==> src/rtl/mips_pkg.sv <==
// Shared definitions for the single-issue MIPS pipeline.
// Latency: n/a (types and constants only).
// Backpressure: n/a.
package mips_pkg;

    localparam int unsigned XLEN = 32;

    typedef logic [XLEN-1:0] inst_t;
    typedef logic [XLEN-1:0] addr_t;

    localparam addr_t RESET_PC_DEFAULT = 32'h0000_0000;
    // sll $0,$0,0 encodes as all zeros and is the canonical bubble.
    localparam inst_t NOP_INST = 32'h0000_0000;

    // Redirect targets are word-aligned by dropping the byte offset.
    function automatic addr_t align_word(input addr_t a);
        return {a[XLEN-1:2], 2'b00};
    endfunction

endpackage

==> src/rtl/fetch_stage_if.sv <==
// Fetch-stage bus: instruction memory, hazard controls, redirect and IF/ID outputs.
// Latency: n/a (signal bundle only).
// Backpressure: stall_i holds the stage; there is no ready/valid toward memory.
interface fetch_stage_if #(
    parameter int unsigned CNT_W = 32
);
    import mips_pkg::*;

    addr_t             imem_addr_o;
    inst_t             imem_inst_i;
    logic              stall_i;
    logic              flush_i;
    logic              redir_valid_i;
    addr_t             redir_pc_i;
    inst_t             ifid_inst_o;
    addr_t             ifid_pc4_o;
    logic              ifid_valid_o;
    logic [CNT_W-1:0]  fetch_cnt_o;

    // Fetch stage side.
    modport master (
        output imem_addr_o,
        input  imem_inst_i,
        input  stall_i,
        input  flush_i,
        input  redir_valid_i,
        input  redir_pc_i,
        output ifid_inst_o,
        output ifid_pc4_o,
        output ifid_valid_o,
        output fetch_cnt_o
    );

    // Memory / later-stage side.
    modport slave (
        input  imem_addr_o,
        output imem_inst_i,
        output stall_i,
        output flush_i,
        output redir_valid_i,
        output redir_pc_i,
        input  ifid_inst_o,
        input  ifid_pc4_o,
        input  ifid_valid_o,
        input  fetch_cnt_o
    );

endinterface

==> src/rtl/ifid_reg.sv <==
// IF/ID pipeline register: instruction, PC+4 and valid bit with bubble/hold/load.
// Latency: 1 cycle from inputs to outputs.
// Backpressure: hold_i freezes all fields; bubble_i overrides hold.
module ifid_reg
    import mips_pkg::*;
(
    input  logic  clk_i,
    input  logic  rst_n_i,
    input  logic  bubble_i,
    input  logic  hold_i,
    input  inst_t inst_i,
    input  addr_t pc4_i,
    output inst_t inst_o,
    output addr_t pc4_o,
    output logic  valid_o
);

    inst_t inst_q, inst_d;
    addr_t pc4_q, pc4_d;
    logic  valid_q, valid_d;

    // Bubble beats hold beats load.
    always_comb begin
        inst_d  = inst_i;
        pc4_d   = pc4_i;
        valid_d = 1'b1;
        if (bubble_i) begin
            inst_d  = NOP_INST;
            pc4_d   = '0;
            valid_d = 1'b0;
        end else if (hold_i) begin
            inst_d  = inst_q;
            pc4_d   = pc4_q;
            valid_d = valid_q;
        end
    end

    // Register with asynchronous clear to an empty bubble.
    always_ff @(posedge clk_i or negedge rst_n_i) begin
        if (!rst_n_i) begin
            inst_q  <= NOP_INST;
            pc4_q   <= '0;
            valid_q <= 1'b0;
        end else begin
            inst_q  <= inst_d;
            pc4_q   <= pc4_d;
            valid_q <= valid_d;
        end
    end

    assign inst_o  = inst_q;
    assign pc4_o   = pc4_q;
    assign valid_o = valid_q;

endmodule

==> src/rtl/fetch_stage.sv <==
// Instruction fetch: PC register, next-PC select, IF/ID capture and fetch counter.
// Latency: 1 cycle from imem_addr_o to IF/ID outputs; 1 instruction per cycle.
// Backpressure: stall holds PC and IF/ID; redirect overrides stall; flush bubbles IF/ID.
module fetch_stage
    import mips_pkg::*;
#(
    parameter addr_t       RESET_PC = RESET_PC_DEFAULT,
    parameter int unsigned CNT_W    = 32
) (
    input  logic          clk_i,
    input  logic          rst_n_i,
    fetch_stage_if.master bus
);

    addr_t            pc_q, pc_d;
    logic [CNT_W-1:0] cnt_q, cnt_d;
    addr_t            pc_plus4;
    logic             bubble;
    logic             hold;
    logic             load_valid;

    // Sequential address wraps naturally at 2^32.
    assign pc_plus4   = pc_q + 32'd4;
    assign bubble     = bus.redir_valid_i | bus.flush_i;
    assign hold       = bus.stall_i;
    assign load_valid = !bubble && !hold;

    // Next PC: redirect > stall > sequential; flush does not touch the PC.
    always_comb begin
        pc_d = pc_plus4;
        if (bus.redir_valid_i) begin
            pc_d = align_word(bus.redir_pc_i);
        end else if (bus.stall_i) begin
            pc_d = pc_q;
        end
    end

    // Count only edges that place a real instruction into IF/ID.
    always_comb begin
        cnt_d = cnt_q;
        if (load_valid) begin
            cnt_d = cnt_q + 1'b1;
        end
    end

    // PC and counter state with asynchronous reset.
    always_ff @(posedge clk_i or negedge rst_n_i) begin
        if (!rst_n_i) begin
            pc_q  <= RESET_PC;
            cnt_q <= '0;
        end else begin
            pc_q  <= pc_d;
            cnt_q <= cnt_d;
        end
    end

    ifid_reg u_ifid_reg (
        .clk_i    (clk_i),
        .rst_n_i  (rst_n_i),
        .bubble_i (bubble),
        .hold_i   (hold),
        .inst_i   (bus.imem_inst_i),
        .pc4_i    (pc_plus4),
        .inst_o   (bus.ifid_inst_o),
        .pc4_o    (bus.ifid_pc4_o),
        .valid_o  (bus.ifid_valid_o)
    );

    assign bus.imem_addr_o = pc_q;
    assign bus.fetch_cnt_o = cnt_q;

endmodule
==> src/flat_wrapper.sv <==
// flat-port wrapper written by rule: the top's interface ports become plain ports
module fetch_stage_flat import mips_pkg::*;
#(
    parameter addr_t       RESET_PC = RESET_PC_DEFAULT,
    parameter int unsigned CNT_W    = 32
)
  (clk_i, rst_n_i, bus_imem_addr_o, bus_imem_inst_i, bus_stall_i, bus_flush_i, bus_redir_valid_i, bus_redir_pc_i, bus_ifid_inst_o, bus_ifid_pc4_o, bus_ifid_valid_o, bus_fetch_cnt_o);
  fetch_stage_if #(.CNT_W(CNT_W)) bus_i ();
  input  logic clk_i;
  input  logic rst_n_i;
  output wire logic [$bits(bus_i.imem_addr_o)-1:0] bus_imem_addr_o;
  input wire logic [$bits(bus_i.imem_inst_i)-1:0] bus_imem_inst_i;
  input wire logic [$bits(bus_i.stall_i)-1:0] bus_stall_i;
  input wire logic [$bits(bus_i.flush_i)-1:0] bus_flush_i;
  input wire logic [$bits(bus_i.redir_valid_i)-1:0] bus_redir_valid_i;
  input wire logic [$bits(bus_i.redir_pc_i)-1:0] bus_redir_pc_i;
  output wire logic [$bits(bus_i.ifid_inst_o)-1:0] bus_ifid_inst_o;
  output wire logic [$bits(bus_i.ifid_pc4_o)-1:0] bus_ifid_pc4_o;
  output wire logic [$bits(bus_i.ifid_valid_o)-1:0] bus_ifid_valid_o;
  output wire logic [$bits(bus_i.fetch_cnt_o)-1:0] bus_fetch_cnt_o;
  assign bus_imem_addr_o = bus_i.imem_addr_o;
  assign bus_i.imem_inst_i = bus_imem_inst_i;
  assign bus_i.stall_i = bus_stall_i;
  assign bus_i.flush_i = bus_flush_i;
  assign bus_i.redir_valid_i = bus_redir_valid_i;
  assign bus_i.redir_pc_i = bus_redir_pc_i;
  assign bus_ifid_inst_o = bus_i.ifid_inst_o;
  assign bus_ifid_pc4_o = bus_i.ifid_pc4_o;
  assign bus_ifid_valid_o = bus_i.ifid_valid_o;
  assign bus_fetch_cnt_o = bus_i.fetch_cnt_o;
  fetch_stage #(.RESET_PC(RESET_PC), .CNT_W(CNT_W)) u_core (.clk_i(clk_i), .rst_n_i(rst_n_i), .bus(bus_i));
endmodule
==> config.mk <==
export PLATFORM = sky130hd
export DESIGN_NAME = fetch_stage_flat
export DESIGN_NICKNAME = d
export VERILOG_FILES = /design/src/rtl/mips_pkg.sv /design/src/rtl/fetch_stage_if.sv /design/src/rtl/ifid_reg.sv /design/src/rtl/fetch_stage.sv /design/src/flat_wrapper.sv
export SDC_FILE = /design/constraint.sdc
export NUM_CORES = 1
export LEC_CHECK = 0
export CAP_MARGIN = 10
export CORE_MARGIN = 5
export CORE_UTILIZATION = 42
export DETAILED_ROUTE_END_ITERATION = 10
export HOLD_SLACK_MARGIN = 0.1
export PLACE_DENSITY = 0.74
export SYNTH_ARGS = -nofsm -noshare
export SYNTH_HDL_FRONTEND = slang
export SYNTH_SLANG_ARGS = --single-unit
==> constraint.sdc <==
create_clock -name clk_i -period 2.2 [get_ports clk_i]
set_input_delay 0.66 -clock clk_i [delete_from_list [all_inputs] [get_ports clk_i]]
set_output_delay 0.66 -clock clk_i [all_outputs]
set_load 0.1 [all_outputs]
==> summary.md <==
| Metric | Value |
|---|---|
| CP Depth | 4 |
| Hold Fails Final Rpt | 0 |
| Maximum vdd drop | between 0.0005 and 0.0006 V |
| Pwr dens | roughly 800 nW/um^2 |
| Cell area after synthesis | slightly above 6000 sq um |
| Final setup vio count | 0 |
| Row cnt | between 40 and 50 |
| Most common cell after layout, fill and taps aside | buf_4 |
| Reg2Reg Depth | 4 |
| Predominant post-synthesis flop cell | dfrtp_1 |
| Tot Pwr | 7.96 mW |
| Fin crit share | between 90% and 100% |
| Overflow after GRT | 0 |
| Crit path largest cell delay | between 0.6 and 0.7 ns |
| Core Area | approximately 14000 sq um |
| CP endpoint kind | register |
| Status | finished clean |
| Initial antenna violation count | 0 |
| Synth unique cells | between 40 and 50 |
| Startpoint class of the critical path | register |
| Fraction of registers with async set/reset | 100% |
| Clk slew on worst S/H paths | 0.06 ns |
| Worst Path Required | around 2.5 ns |
| Vias in the first global route | ~6k |
| Total of warnings raised by yosys | 0 |
| Clock root cell | clkbuf_16 |
| Hold Crit Class | input pin to asynchronous set/reset pin |
| Max Cap Viol | 0 |
| Fin cells | approximately 1.0k |
| Hold-fix buffers, CTS | 0 |
| CP top delay family | simple AND/OR/NAND/NOR gates |
| Slew Viols, Final | 0 |
| Largest net degree at the start of global routing | 56 |
| Clock Path Buffers | 2 |
| Final net count | 893 |
| H-tree levels | 4 |
| WL/cell | between 15 and 20 um |
| 1st-iter DRT viols | around 440 |
| CTS tree | done |
| Die area | 16900 sq um |
| Seq/Total Area, Yosys | around 52% |
| Setup Skew | between 0.007 and 0.008 ns |
| Area Overhead vs Synth | 64.3% |
| RePlAce Congestion | about 0.9 |
| Slew margin rel. | 58.8% |
| Post-Syn Instances | roughly 600 |
| Layout cells sized above 1 | between 30 and 40% |
| Setup ws final | roughly 0.11 ns |
| Tmin final | ~2.1 ns |
| Total CTS buffers | 17 |
| Crit Path Class | register to register |
| Pre-CTS setup slack | -0.636 ns |
| DP Wirelength | 14300 um |
| # DRC | 0 |
| Final hold slack | 0.201 ns |
| CP Max Fanout | 15 |
| Worst path arrival time | around 2.4 ns |
| Post-synth EDFFs | 0 |
| Ports | just under 200 |
| Final antenna-violating net count | 0 |
| Final Util | 71.0% |
| Clk sink count | 125 |
| CP max-delay cell | or4_4 |
| Initial core utilization | between 40% and 50% |
| Die Wd | between 100 and 150 um |
| Inst Count DP | between 900 and 1k |
| Total GRT Usage | a little under a quarter |
| P_leak | ~4.3 nW |
| Commonest non-fill, non-tap cells in the layout | buf_4 (91), dfrtp_1 (90), buf_12 (81), nand2_1 (62), clkdlybuf4s50_1 (62) |
| Max Clk Rate | 0.479 GHz |
| Port Buffer Count | between 150 and 200 |
| Yosys reg bits | about 130 |
| # diodes | 0 |
| Crit-path cells | nand3_1 > or4_4 > or4_1 > a31oi_1 |
| Final WL | 19600 um |
| Worst skew pair latency | 0.41 ns |
| Worst path bufs/invs | 0 |
| First-pass GRT wire length | roughly 31000 um |
| Die Y | ~130 um |
| Pre-Repair DR Iteration Count | 5 |
| Worst-Margin Slew | around 0.6 ns |
| Via-to-Cell Ratio | 5.76 |
| RSZ-0062 raised after global routing | no |
| DR vias | 5844 |
| Mean Syn Cell Area | between 10 and 15 sq um |
-- sequential cells by signal (all words and copies together) (netlist names) --
signal,count
u_core.bus.fetch_cnt_o,32
u_core.bus.imem_addr_o,30
u_core.u_ifid_reg.inst_o,32
u_core.u_ifid_reg.pc4_o,30
u_core.u_ifid_reg.valid_o,1
-- area by class of cell --
cell class | count | area [sq um]
Clock buffer | 21 | 450
Clock inverter | 11 | 119
Fill cell | 979 | 4050
Inverter | 13 | 48.8
Multi-Input combinational cell | 423 | 2880
Sequential cell | 125 | 3210
Tap cell | 180 | 225
Timing Repair Buffer | 242 | 3010
-- cells in the mapped netlist (all sizes together) (3+ instances only) --
cell	count	share of area [%]
a221o	5	0.83
a22o	33	4.8
a31oi	12	1.2
a32oi	5	0.72
and3	8	0.83
and4	5	0.72
buf	17	1.5
clkbuf	29	1.8
dfrtp	125	52
inv	13	0.81
nand2	62	3.8
nand3	39	3.3
nand4	14	1.7
nor2	36	2.2
nor3	27	2.2
nor4	12	1.3
o211ai	12	1.5
o21ai	27	2.2
o311a	3	0.50
o31ai	10	1.2
or3	9	0.93
or4	21	2.7
or4b	3	0.50
xnor2	34	4.9
xor2	21	3.0
-- per-layer routing --
metal / up-vias / global-route usage [%] / part of all wire [%]
met4: 0 / 8.80 / 2.6
met5: - / 0 / 0
met2: 259 / 39.6 / 51
met1: 2902 / 30.0 / 41
li1: 2642 / - / -
met3: 41 / 5.12 / 6.2
-- cell families (layout without fill, tap and decap cells) --
family | count (synthesis) | count (layout) | share of synthesized area [%]
AND/OR/NAND/NOR | 244 | 244 | 21.1
buffers and inverters | 59 | 287 | 4.16
flip-flops | 125 | 125 | 51.7
multiplexers | 1 | 1 | 0.165
adder cells (fa/ha/maj) | 2 | 2 | 0.414
other | 1 | 4 | 0.0620
XOR/XNOR | 55 | 55 | 7.96
AO/OA/AOI/OAI | 117 | 117 | 14.4
-- worst reg2reg max path, stage by stage (launching register included) --
cell,delay [ns]
dfrtp_4,0.46
nand3_1,0.16
or4_4,0.67
or4_1,0.54
a31oi_1,0.18
-- final timing paths --
| check | start | endpoint | slack [ns] |
|---|---|---|---|
| min | rst_n_i | u_core.u_ifid_reg.valid_o$_DFFE_PN0P_ | 0.20 |
| min in group clk_i | u_core.u_ifid_reg.valid_o$_DFFE_PN0P_ | u_core.u_ifid_reg.valid_o$_DFFE_PN0P_ | 0.48 |
| min reg2reg | u_core.u_ifid_reg.valid_o$_DFFE_PN0P_ | u_core.u_ifid_reg.valid_o$_DFFE_PN0P_ | 0.48 |
| max | u_core.bus.imem_addr_o[16]$_DFFE_PN0N_ | u_core.bus.imem_addr_o[31]$_DFFE_PN0N_ | 0.11 |
| max in group asynchronous | rst_n_i | u_core.u_ifid_reg.inst_o[20]$_DFFE_PN0P_ | 1.35 |
| max reg2reg | u_core.bus.imem_addr_o[16]$_DFFE_PN0N_ | u_core.bus.imem_addr_o[31]$_DFFE_PN0N_ | 0.11 |
-- per-stage QoR --
stage | setup TNS, ns | area, sq um
after global placement | -30.43 | 9190
after floorplan | -0.0665 | 6250
after detailed placement | -34.78 | 9190
final | 0 | 9940
after global routing | 0 | 9940
after CTS | 0 | 9900
-- power breakdown --
part	leakage, nW	internal [mW]	switching [mW]	total (mW)
Sequential	1.59	2.49	0.294	2.79
Combinational	2.48	0.837	1.63	2.47
Clock	0.269	1.69	1.02	2.71
Total	4.34	5.02	2.94	7.96
-- what timing repair did --
action	in CTS	in global routing
endpoints found under the setup margin	24	10
hold endpoints to repair	0	0
resized for setup	26	7
buffers inserted	1	1
gates cloned	2	0
pin swaps	5	5
No activity file was read; power rests on OpenSTA's default activity.
